### config.mk
export PLATFORM = sky130hd
export DESIGN_NAME = trigger_conditioner
export DESIGN_NICKNAME = d
export VERILOG_FILES = /design/src/rtl/trigger_conditioner.sv
export SDC_FILE = /design/constraint.sdc
export NUM_CORES = 1
export LEC_CHECK = 0
export BUFFER_PORTS_ARGS = -buffer_cell sky130_fd_sc_hd__buf_2
export CORE_MARGIN = 5
export CORE_UTILIZATION = 51
export CTS_CLUSTER_DIAMETER = 60
export DETAILED_ROUTE_END_ITERATION = 10
export PLACE_DENSITY = 0.72
export SYNTH_ARGS = -nofsm -noshare
export SYNTH_HDL_FRONTEND = slang
export SYNTH_SLANG_ARGS = --single-unit
### constraint.sdc
create_clock -name Clk -period 2.8 [get_ports Clk]
set_input_delay 0.28 -clock Clk [delete_from_list [all_inputs] [get_ports Clk]]
set_output_delay 0.28 -clock Clk [all_outputs]
set_load 0.005 [all_outputs]
### src/rtl/trigger_conditioner.sv
// trigger_conditioner
// Converts the raw, bouncy, asynchronous gun trigger into clean single-cycle
// shot pulses for the shot keeper. Firing is allowed only in the play state.
// An empty magazine turns a press into a dry_fire click instead of a shot.
// After each shot there is a refire cooldown, and the trigger must be
// released before it can fire again. The cursor position is latched as each
// shot is taken.
// Output timing: every output is a flop fed from the current FSM state.
// shot and busy therefore lag the FSM state by one cycle. dry_fire and the
// shot_x/shot_y capture are registered on the edge the FSM takes the
// corresponding ARMED decision.
module trigger_conditioner #(
  parameter int         DEBOUNCE_CYCLES = 500000,
  parameter int         COOLDOWN_CYCLES = 12500000,
  parameter logic [2:0] PLAY_STATE      = 3'd2,
  parameter int         COORD_W         = 10
) (
  input  logic               Clk,
  input  logic               Reset_n,
  input  logic               trigger_raw,
  input  logic [2:0]         state,
  input  logic               no_shots_left,
  input  logic [COORD_W-1:0] cursor_x,
  input  logic [COORD_W-1:0] cursor_y,
  output logic               shot,
  output logic               dry_fire,
  output logic [COORD_W-1:0] shot_x,
  output logic [COORD_W-1:0] shot_y,
  output logic               busy
);

  localparam int MAX_CYCLES = (DEBOUNCE_CYCLES > COOLDOWN_CYCLES) ?
                              DEBOUNCE_CYCLES : COOLDOWN_CYCLES;
  localparam int CNT_W = $clog2(MAX_CYCLES + 1);
  localparam logic [CNT_W-1:0] DEB_LAST = CNT_W'(DEBOUNCE_CYCLES - 1);
  localparam logic [CNT_W-1:0] CD_LAST  = CNT_W'(COOLDOWN_CYCLES - 1);
  localparam logic [CNT_W-1:0] CNT_ONE  = CNT_W'(1);

  typedef enum logic [2:0] {
    IDLE,
    ARMED,
    FIRE,
    COOLDOWN,
    RELEASE
  } fsm_t;

  fsm_t             fsm_q;
  fsm_t             fsm_d;
  logic             sync1;
  logic             sync2;
  logic             trig_stable;
  logic [CNT_W-1:0] deb_cnt;
  logic [CNT_W-1:0] cd_cnt;
  logic             in_play;
  logic             shot_d;
  logic             dry_fire_d;
  logic             busy_d;
  logic             load_pos;

  assign in_play = (state == PLAY_STATE);

  // Two-flop synchronizer for the asynchronous trigger input.
  // NOTE: clocked blocks use non-blocking (<=) so every flop samples the
  // pre-edge value of the others; blocking here would collapse sync1/sync2.
  always_ff @(posedge Clk) begin
    if (!Reset_n) begin
      sync1 <= 1'b0;
      sync2 <= 1'b0;
    end else begin
      sync1 <= trigger_raw;
      sync2 <= sync1;
    end
  end

  // Debounce: accept a new level only after DEBOUNCE_CYCLES consecutive disagreeing samples.
  always_ff @(posedge Clk) begin
    if (!Reset_n) begin
      trig_stable <= 1'b0;
      deb_cnt     <= '0;
    end else if (sync2 == trig_stable) begin
      deb_cnt <= '0;
    end else if (deb_cnt >= DEB_LAST) begin
      trig_stable <= sync2;
      deb_cnt     <= '0;
    end else begin
      deb_cnt <= deb_cnt + CNT_ONE;
    end
  end

  // Cooldown counter: runs only in COOLDOWN, cleared elsewhere, saturates at its terminal value.
  always_ff @(posedge Clk) begin
    if (!Reset_n) begin
      cd_cnt <= '0;
    end else if (fsm_q == COOLDOWN) begin
      if (cd_cnt != CD_LAST) begin
        cd_cnt <= cd_cnt + CNT_ONE;
      end
    end else begin
      cd_cnt <= '0;
    end
  end

  // FSM state register.
  always_ff @(posedge Clk) begin
    if (!Reset_n) begin
      fsm_q <= IDLE;
    end else begin
      fsm_q <= fsm_d;
    end
  end

  // FSM next-state logic.
  // NOTE: fsm_d gets a default before the case so every path assigns it;
  // a missing assignment in always_comb would infer a latch.
  always_comb begin
    fsm_d = fsm_q;
    case (fsm_q)
      IDLE: begin
        if (in_play && !trig_stable) fsm_d = ARMED;
      end
      ARMED: begin
        if (!in_play)                           fsm_d = IDLE;
        else if (trig_stable && !no_shots_left) fsm_d = FIRE;
        else if (trig_stable)                   fsm_d = RELEASE;
      end
      FIRE: begin
        fsm_d = COOLDOWN;
      end
      COOLDOWN: begin
        if (!in_play)               fsm_d = IDLE;
        else if (cd_cnt == CD_LAST) fsm_d = RELEASE;
      end
      RELEASE: begin
        if (!in_play)         fsm_d = IDLE;
        else if (!trig_stable) fsm_d = ARMED;
      end
      default: begin
        fsm_d = IDLE;
      end
    endcase
  end

  // FSM output decode, fed to the output flops below.
  always_comb begin
    shot_d     = (fsm_q == FIRE);
    busy_d     = (fsm_q == FIRE) || (fsm_q == COOLDOWN);
    dry_fire_d = (fsm_q == ARMED) && (fsm_d == RELEASE);
    load_pos   = (fsm_q == ARMED) && (fsm_d == FIRE);
  end

  // Registered outputs; the cursor is captured on the edge that enters FIRE.
  always_ff @(posedge Clk) begin
    if (!Reset_n) begin
      shot     <= 1'b0;
      dry_fire <= 1'b0;
      busy     <= 1'b0;
      shot_x   <= '0;
      shot_y   <= '0;
    end else begin
      shot     <= shot_d;
      dry_fire <= dry_fire_d;
      busy     <= busy_d;
      if (load_pos) begin
        shot_x <= cursor_x;
        shot_y <= cursor_y;
      end
    end
  end

endmodule
==> flow_metrics.py, run 1 <==
metrics = {
    "clock_tree": {
        "cts_root_buffer": "clkbuf_8",
        "htree_num_levels": 3,
        "hold_buffers": 0,
        "cts.reportedPaths.clkPinSlew_ps": 80,
        "clkSinkCount": 77,
        "cts_buffers": 9,
        "post-cts-setup-buffers": 0,
        "cts_resized": 0,
        "clockBufferDepth": 2,
        "clkLatencyLatePin_ps": 340,
        "cts_tree": "built",
    },
    "final_layout": {
        "final_common_cell": "dfxtp_1",
        "fillerInstances": 556,
        "layout-drive-gt1-share_pct": 17.0,
        "diodes": 0,
        "area_growth_pct": 15.4,
        "finalNetCount": 460,
        "final_cell_mix": "77 x dfxtp_1, 65 x nand2_1, 49 x buf_2, 27 x nor2_1, 21 x a21boi_0",
    },
    "placed_design": {
        "globalplace.congestion": 0.801,
        "dp_hpwl_um": 4540,
        "port_buffers": 49,
    },
    "critical_path": {
        "r2r_slack_ps": 650,
        "crit_required_ps": 3060,
        "cp_max_fo": 11,
        "worstReg2RegEnd": "cd_cnt[22]",
        "cp-start-kind": "flip-flop",
        "r2r_cells": 5,
        "setup.worst_path.end_class": "flip-flop",
        "crit_arrival_ps": 2420,
        "criticalPathCategory": "reg -> reg",
        "r2r-start": "cd_cnt[0]",
    },
    "power_and_ir_drop": {
        "finalPower_mw": 2.00,
        "power_density_nw_per_um2": 525,
        "peakVddDrop_mv": 0.368,
        "leakage_nw": 1.27,
    },
    "timing": {
        "tightestPinTransition_ps": 658,
        "rsz0062_at_grt": "false",
        "fmax_mhz": 465,
        "setup_viol": 0,
        "post-route-min-period_ps": 2150,
        "finalHoldViolations": 0,
        "slew_headroom_pct": 56.1,
        "clock_skew_ps": 9.48,
        "tns_ps": 0,
        "slew_violations": 0,
        "finalCritPeriodShare_pct": 76.8,
    },
    "worst_hold_path": {
        "hold_class": "in -> reg",
        "min_path_cells": 2,
        "min-delay-start": "trigger_raw",
        "worstHoldEndpoint": "sync1",
    },
    "floorplan": {
        "boundaryPins": 50,
        "design.core.area_um2": 6310,
        "die_y_um": 90.4,
        "die-area_um2": 8170,
        "rows": 29,
        "die_w_um": 90.4,
        "initial_utilization_pct": 52.2,
    },
    "detailed_routing": {
        "drc_errors": 0,
        "drtIter0Drc": 113,
        "routed_wl_um": 6400,
        "drt-vias-per-instance": 5.42,
        "ant_nets": 0,
        "first_pass_iters": 4,
        "vias": 2779,
        "wl_per_cell_um": 12.5,
    },
    "grt": {
        "grt_pass1_vias": 2632,
        "overflow": 0,
        "track_usage_pct": 16.2,
        "grt_max_degree": 23,
        "antenna_found_initial": 0,
        "grt_pass1_wl_um": 11400,
    },
    "outcome": {
        "status": "finished clean",
    },
    "synth": {
        "yosysSeqAreaShare_pct": 46.7,
        "ys_ff_latch": 77,
        "synth-main-ff-cell": "dfxtp_1",
        "synth_enable_flop_cells": 0,
        "postSynth.asyncResetShare_pct": 0,
        "synth_area_per_cell_um2": 8.59,
        "yosysUniqueCellTypes": 43,
        "ys_warn_count": 0,
        "synth.cell_area_um2": 3300,
        "synthCells": 384,
    },
    "flow_run": {
        "maxCapViolCount": 0,
    },
}
==> cell families (layout without fill, tap and decap cells) <==
group / after synthesis / after routing / synth area share [%]
buf+inv: 28 / 76 / 3.41
other cells: 1 / 5 / 0.114
fa+ha+maj: 2 / 2 / 0.759
xor+xnor: 20 / 20 / 5.31
flops: 77 / 77 / 46.7
compound gates: 70 / 70 / 14.3
mux: 5 / 5 / 1.52
simple gates: 181 / 181 / 27.9
==> critical path, cell delays in order (launching register included) <==
cell	delay, ps
dfxtp_1	390
ha_1	280
nand3_1	150
or4_4	610
or4_1	500
a21oi_1	150
==> layout make-up <==
type	count	area, µm²	share of cell area [%]
clock inverters	6	71.3	1.87
well taps	77	96.3	2.53
clock buffers	10	138	3.62
repair buffers	51	260	6.84
flip-flops and latches	77	1540	40.5
multi-input cells	283	1660	43.7
inverters	9	33.8	0.888
==> power by group <==
part | switching, mW | total [mW] | internal (mW)
clock | 0.413 | 0.855 | 0.442
combinational | 0.0156 | 0.0370 | 0.0214
sequential | 0.00342 | 1.10 | 1.10
total | 0.432 | 2.00 | 1.56
==> registers in the layout (all words and copies together) (netlist names), 3 cells and up <==
register,count
deb_cnt,24
shot_x,10
fsm_q,3
shot_y,10
cd_cnt,24
==> worst max-delay path by stage <==
stage                  to  cells after the start  startpoint
2_1_floorplan  cd_cnt[22]                      6   cd_cnt[0]
3_3_place_gp   cd_cnt[22]                      5   cd_cnt[0]
3_5_place_dp   cd_cnt[22]                      5   cd_cnt[0]
4_1_cts        cd_cnt[22]                      5   cd_cnt[0]
5_1_grt        cd_cnt[23]                      4   cd_cnt[2]
6_report       cd_cnt[22]                      5   cd_cnt[0]
==> synth_stat cells, types with 6 or more instances <==
master | n | area share, %
xnor2_1 | 16 | 4.2
nand2_1 | 65 | 7.4
o21ai_0 | 10 | 1.5
or4_1 | 8 | 1.8
a21oi_1 | 19 | 2.9
nor2_1 | 27 | 3.1
or3_1 | 11 | 2.1
dfxtp_1 | 77 | 47
nor4_1 | 8 | 1.5
nor3_1 | 9 | 1.4
inv_1 | 9 | 1.0
a21boi_0 | 21 | 4.8
nand3_1 | 17 | 2.6
o31ai_1 | 8 | 1.8
nand2b_1 | 6 | 1.1
nand4_1 | 6 | 1.1
clkbuf_1 | 17 | 1.9
==> per-stage QoR <==
step | util, % | worst slack (ps) | instance area [µm²] | hold WS, ps | std cells
floorplan | - | 751 | 3310 | 407 | 388
global placement | 57.0 | 728 | 3600 | 416 | 497
detailed placement | 57.0 | 676 | 3600 | 426 | 497
CTS | 60.3 | 662 | 3800 | 145 | 513
global route | 60.3 | 545 | 3800 | 158 | 513
finish | 60.3 | 649 | 3800 | 159 | 513
==> per-layer routing <==
metal  GRT usage (%)  vias up  wire length (µm)
met5               0        -                 0
met4            5.21        0               110
met3            5.75       12               386
met2            26.4       63              2860
met1            19.8     1263              3040
li1                -     1441                 -
Note: power is estimated with default switching activity, not from simulation.
==> run 2: changes to the inputs <==
- ABC_AREA: default -> 1
- PLACE_DENSITY: 0.72 -> 0.74
- clock period: 2.8 -> 1.9 ns (I/O delays scaled with it)
==> run 2 against run 1 <==
Compared with the run above: maximum frequency is 36% higher; wire length increased by 19%; critical path depth grew 3; highest routed layer unchanged; worst setup slack got worse by 330 ps.
==> flow_metrics.py, run 2 <==
metrics = {
    "placed_design": {
        "dp_hpwl_um": 5680,
        "globalplace.congestion": 0.835,
        "port_buffers": 49,
        "dp_slack_ps": 321,
    },
    "detailed_routing": {
        "wl_per_cell_um": 11.5,
        "drt-vias-per-instance": 4.95,
        "ant_nets": 0,
        "vias": 3284,
        "first_pass_iters": 5,
        "routed_wl_um": 7640,
        "drtIter0Drc": 86,
        "drc_errors": 0,
    },
    "floorplan": {
        "rows": 31,
        "boundaryPins": 50,
        "design.core.area_um2": 7180,
        "die_y_um": 95.3,
        "die_w_um": 95.3,
        "initial_utilization_pct": 51.7,
        "die-area_um2": 9080,
    },
    "timing": {
        "setup_viol": 0,
        "rsz0062_at_grt": "false",
        "tns_ps": 0,
        "finalCritPeriodShare_pct": 83.2,
        "post-route-min-period_ps": 1580,
        "slew_violations": 0,
        "clock_skew_ps": 11.3,
        "whs_ps": 27.3,
        "fmax_mhz": 633,
        "finalHoldViolations": 0,
        "setup_ws_ps": 320,
    },
    "clock_tree": {
        "cts_root_buffer": "clkbuf_8",
        "clockBufferDepth": 2,
        "cts_buffers": 9,
        "hold_buffers": 0,
        "clkSinkCount": 77,
        "cts_resized": 0,
        "cts_tree": "built",
        "cts.reportedPaths.clkPinSlew_ps": 80,
        "post-cts-setup-buffers": 0,
        "htree_num_levels": 3,
        "clkLatencyLatePin_ps": 350,
    },
    "outcome": {
        "status": "finished clean",
    },
    "grt": {
        "overflow": 0,
        "use_met2_pct": 30.3,
        "antenna_found_initial": 0,
        "grt_pass1_wl_um": 12600,
        "track_usage_pct": 17.3,
        "grt_max_degree": 42,
        "grt_pass1_vias": 2929,
        "met1_usage_pct": 21.2,
        "grt.busiest_layer": "met2",
        "gr-usage-met3_pct": 3.55,
    },
    "synth": {
        "yosys-top-cells-area": "dfxtp_1 42%, nand2_1 8.4%, inv_1 7.9%",
        "yosysMostFrequentCell": "nand2_1",
        "postSynth.asyncResetShare_pct": 0,
        "yosys.area.top_type_share_pct": 41.5,
        "synth_enable_flop_cells": 0,
        "synth.cell_area_um2": 3710,
        "yosysTopAreaCell": "dfxtp_1",
        "synth-main-ff-cell": "dfxtp_1",
        "synth_area_per_cell_um2": 7.36,
        "synthCells": 504,
        "ys_warn_count": 0,
        "ys_ff_latch": 77,
        "yosysSeqAreaShare_pct": 41.5,
        "yosys-top-cells-count": "83 x nand2_1, 78 x inv_1, 77 x dfxtp_1",
        "yosysUniqueCellTypes": 36,
    },
    "critical_path": {
        "cp-start-kind": "flip-flop",
        "cp_max_fo": 18,
        "setup.worst_path.end_class": "flip-flop",
        "cpMaxStageDelayCell": "dfxtp_1",
        "crit_required_ps": 2130,
        "cp_cell_sequence": "ha_1 -> nand4_1 -> nand2_1 -> nand3_1 -> nand3_2 -> nor2_4 -> inv_6 -> nor2_1",
        "path_buf_inv": 1,
        "crit_arrival_ps": 1810,
        "criticalPathCategory": "reg -> reg",
        "critPathTopFamily": "simple AND/OR/NAND/NOR gates",
        "critPathMaxStageDelay_ps": 420,
    },
    "worst_hold_path": {
        "hold_class": "in -> reg",
    },
    "final_layout": {
        "layout-drive-gt1-share_pct": 19.1,
        "multiInputGateArea_um2": 1810,
        "finalNetCount": 589,
        "diodes": 0,
        "top_regs": "cd_cnt x24, deb_cnt x24",
        "fillerInstances": 684,
        "area_growth_pct": 15.3,
        "final_cell_mix": "83 x nand2_1, 78 x inv_1, 77 x dfxtp_1, 61 x nor2_1, 49 x buf_2",
        "utilization_pct": 59.7,
        "final_common_cell": "nand2_1",
        "regArea_um2": 1540,
    },
    "power_and_ir_drop": {
        "leakage_nw": 1.62,
        "power_density_nw_per_um2": 723,
        "peakVddDrop_mv": 0.476,
    },
    "flow_run": {
        "maxCapViolCount": 0,
    },
}
[run 2: cell types whose count changed after synthesis, sizes merged, moves of 9 or more]
cell    before  now
xor2         4   14
a21oi       19   43
xnor2       16    3
or4          9    0
or3         11    0
inv          9   82
a21boi      21    0
o21ai       10   31
nor2        27   80
nand3       18   29
clkbuf      17    4
nand2       65   88
[run 2: cell families (layout without fill, tap and decap cells)]
| group | count (synthesis) | in the layout | share of synthesized area (%) |
|---|---|---|---|
| AO/OA/AOI/OAI | 76 | 76 | 10.4 |
| XOR/XNOR | 17 | 17 | 4.01 |
| adder cells (fa/ha/maj) | 2 | 2 | 0.674 |
| buffers and inverters | 92 | 149 | 10.1 |
| flip-flops | 77 | 77 | 41.5 |
| other | 1 | 5 | 0.101 |
| AND/OR/NAND/NOR | 239 | 239 | 33.2 |
[run 2: final timing paths]
path | start | to | cells past startpoint | slack (ps)
hold / removal | trigger_raw | sync1 | 3 | 30
setup / recovery | deb_cnt[0] | deb_cnt[12] | 8 | 320
setup reg to reg | deb_cnt[0] | deb_cnt[12] | 8 | 320
hold reg to reg | sync1 | sync2 | 2 | 410
[run 2: layer usage]
metal | vias up | routed length [µm]
met5 | - | 0
met2 | 56 | 3860
met4 | 0 | 90
met3 | 8 | 282
met1 | 1508 | 3400
li1 | 1712 | -
[run 2: stage by stage]
step | power (mW) | std cells | cell area, µm²
after floorplan | 1.69 | 508 | 3730
after global placement | 1.72 | 648 | 4050
after detailed placement | 1.72 | 648 | 4050
after CTS | 3.14 | 664 | 4280
after global routing | 3.20 | 664 | 4280
final | 3.10 | 664 | 4280
[run 2: layout make-up]
type | instances | share of cell area [%]
timing repair buffer | 51 | 6.08
sequential | 77 | 36.0
inverter | 82 | 7.31
multi-input combinational | 339 | 42.3
clock buffer | 10 | 3.22
clock inverter | 6 | 2.22
tap | 99 | 2.89
[run 2: where the power goes]
part,leakage [nW],internal (mW),switching (mW),total [mW]
clock,0.117,0.787,0.623,1.41
combinational,0.876,0.0282,0.0321,0.0603
sequential,0.622,1.62,0.00380,1.62
[run 2: worst register-to-register path: stages, from the launching register on]
cell and delay, ps:
dfxtp_1 420, ha_1 270, nand4_1 130, nand2_1 100, nand3_1 90, nand3_2 110, nor2_4 60, inv_6 210
nor2_1 80
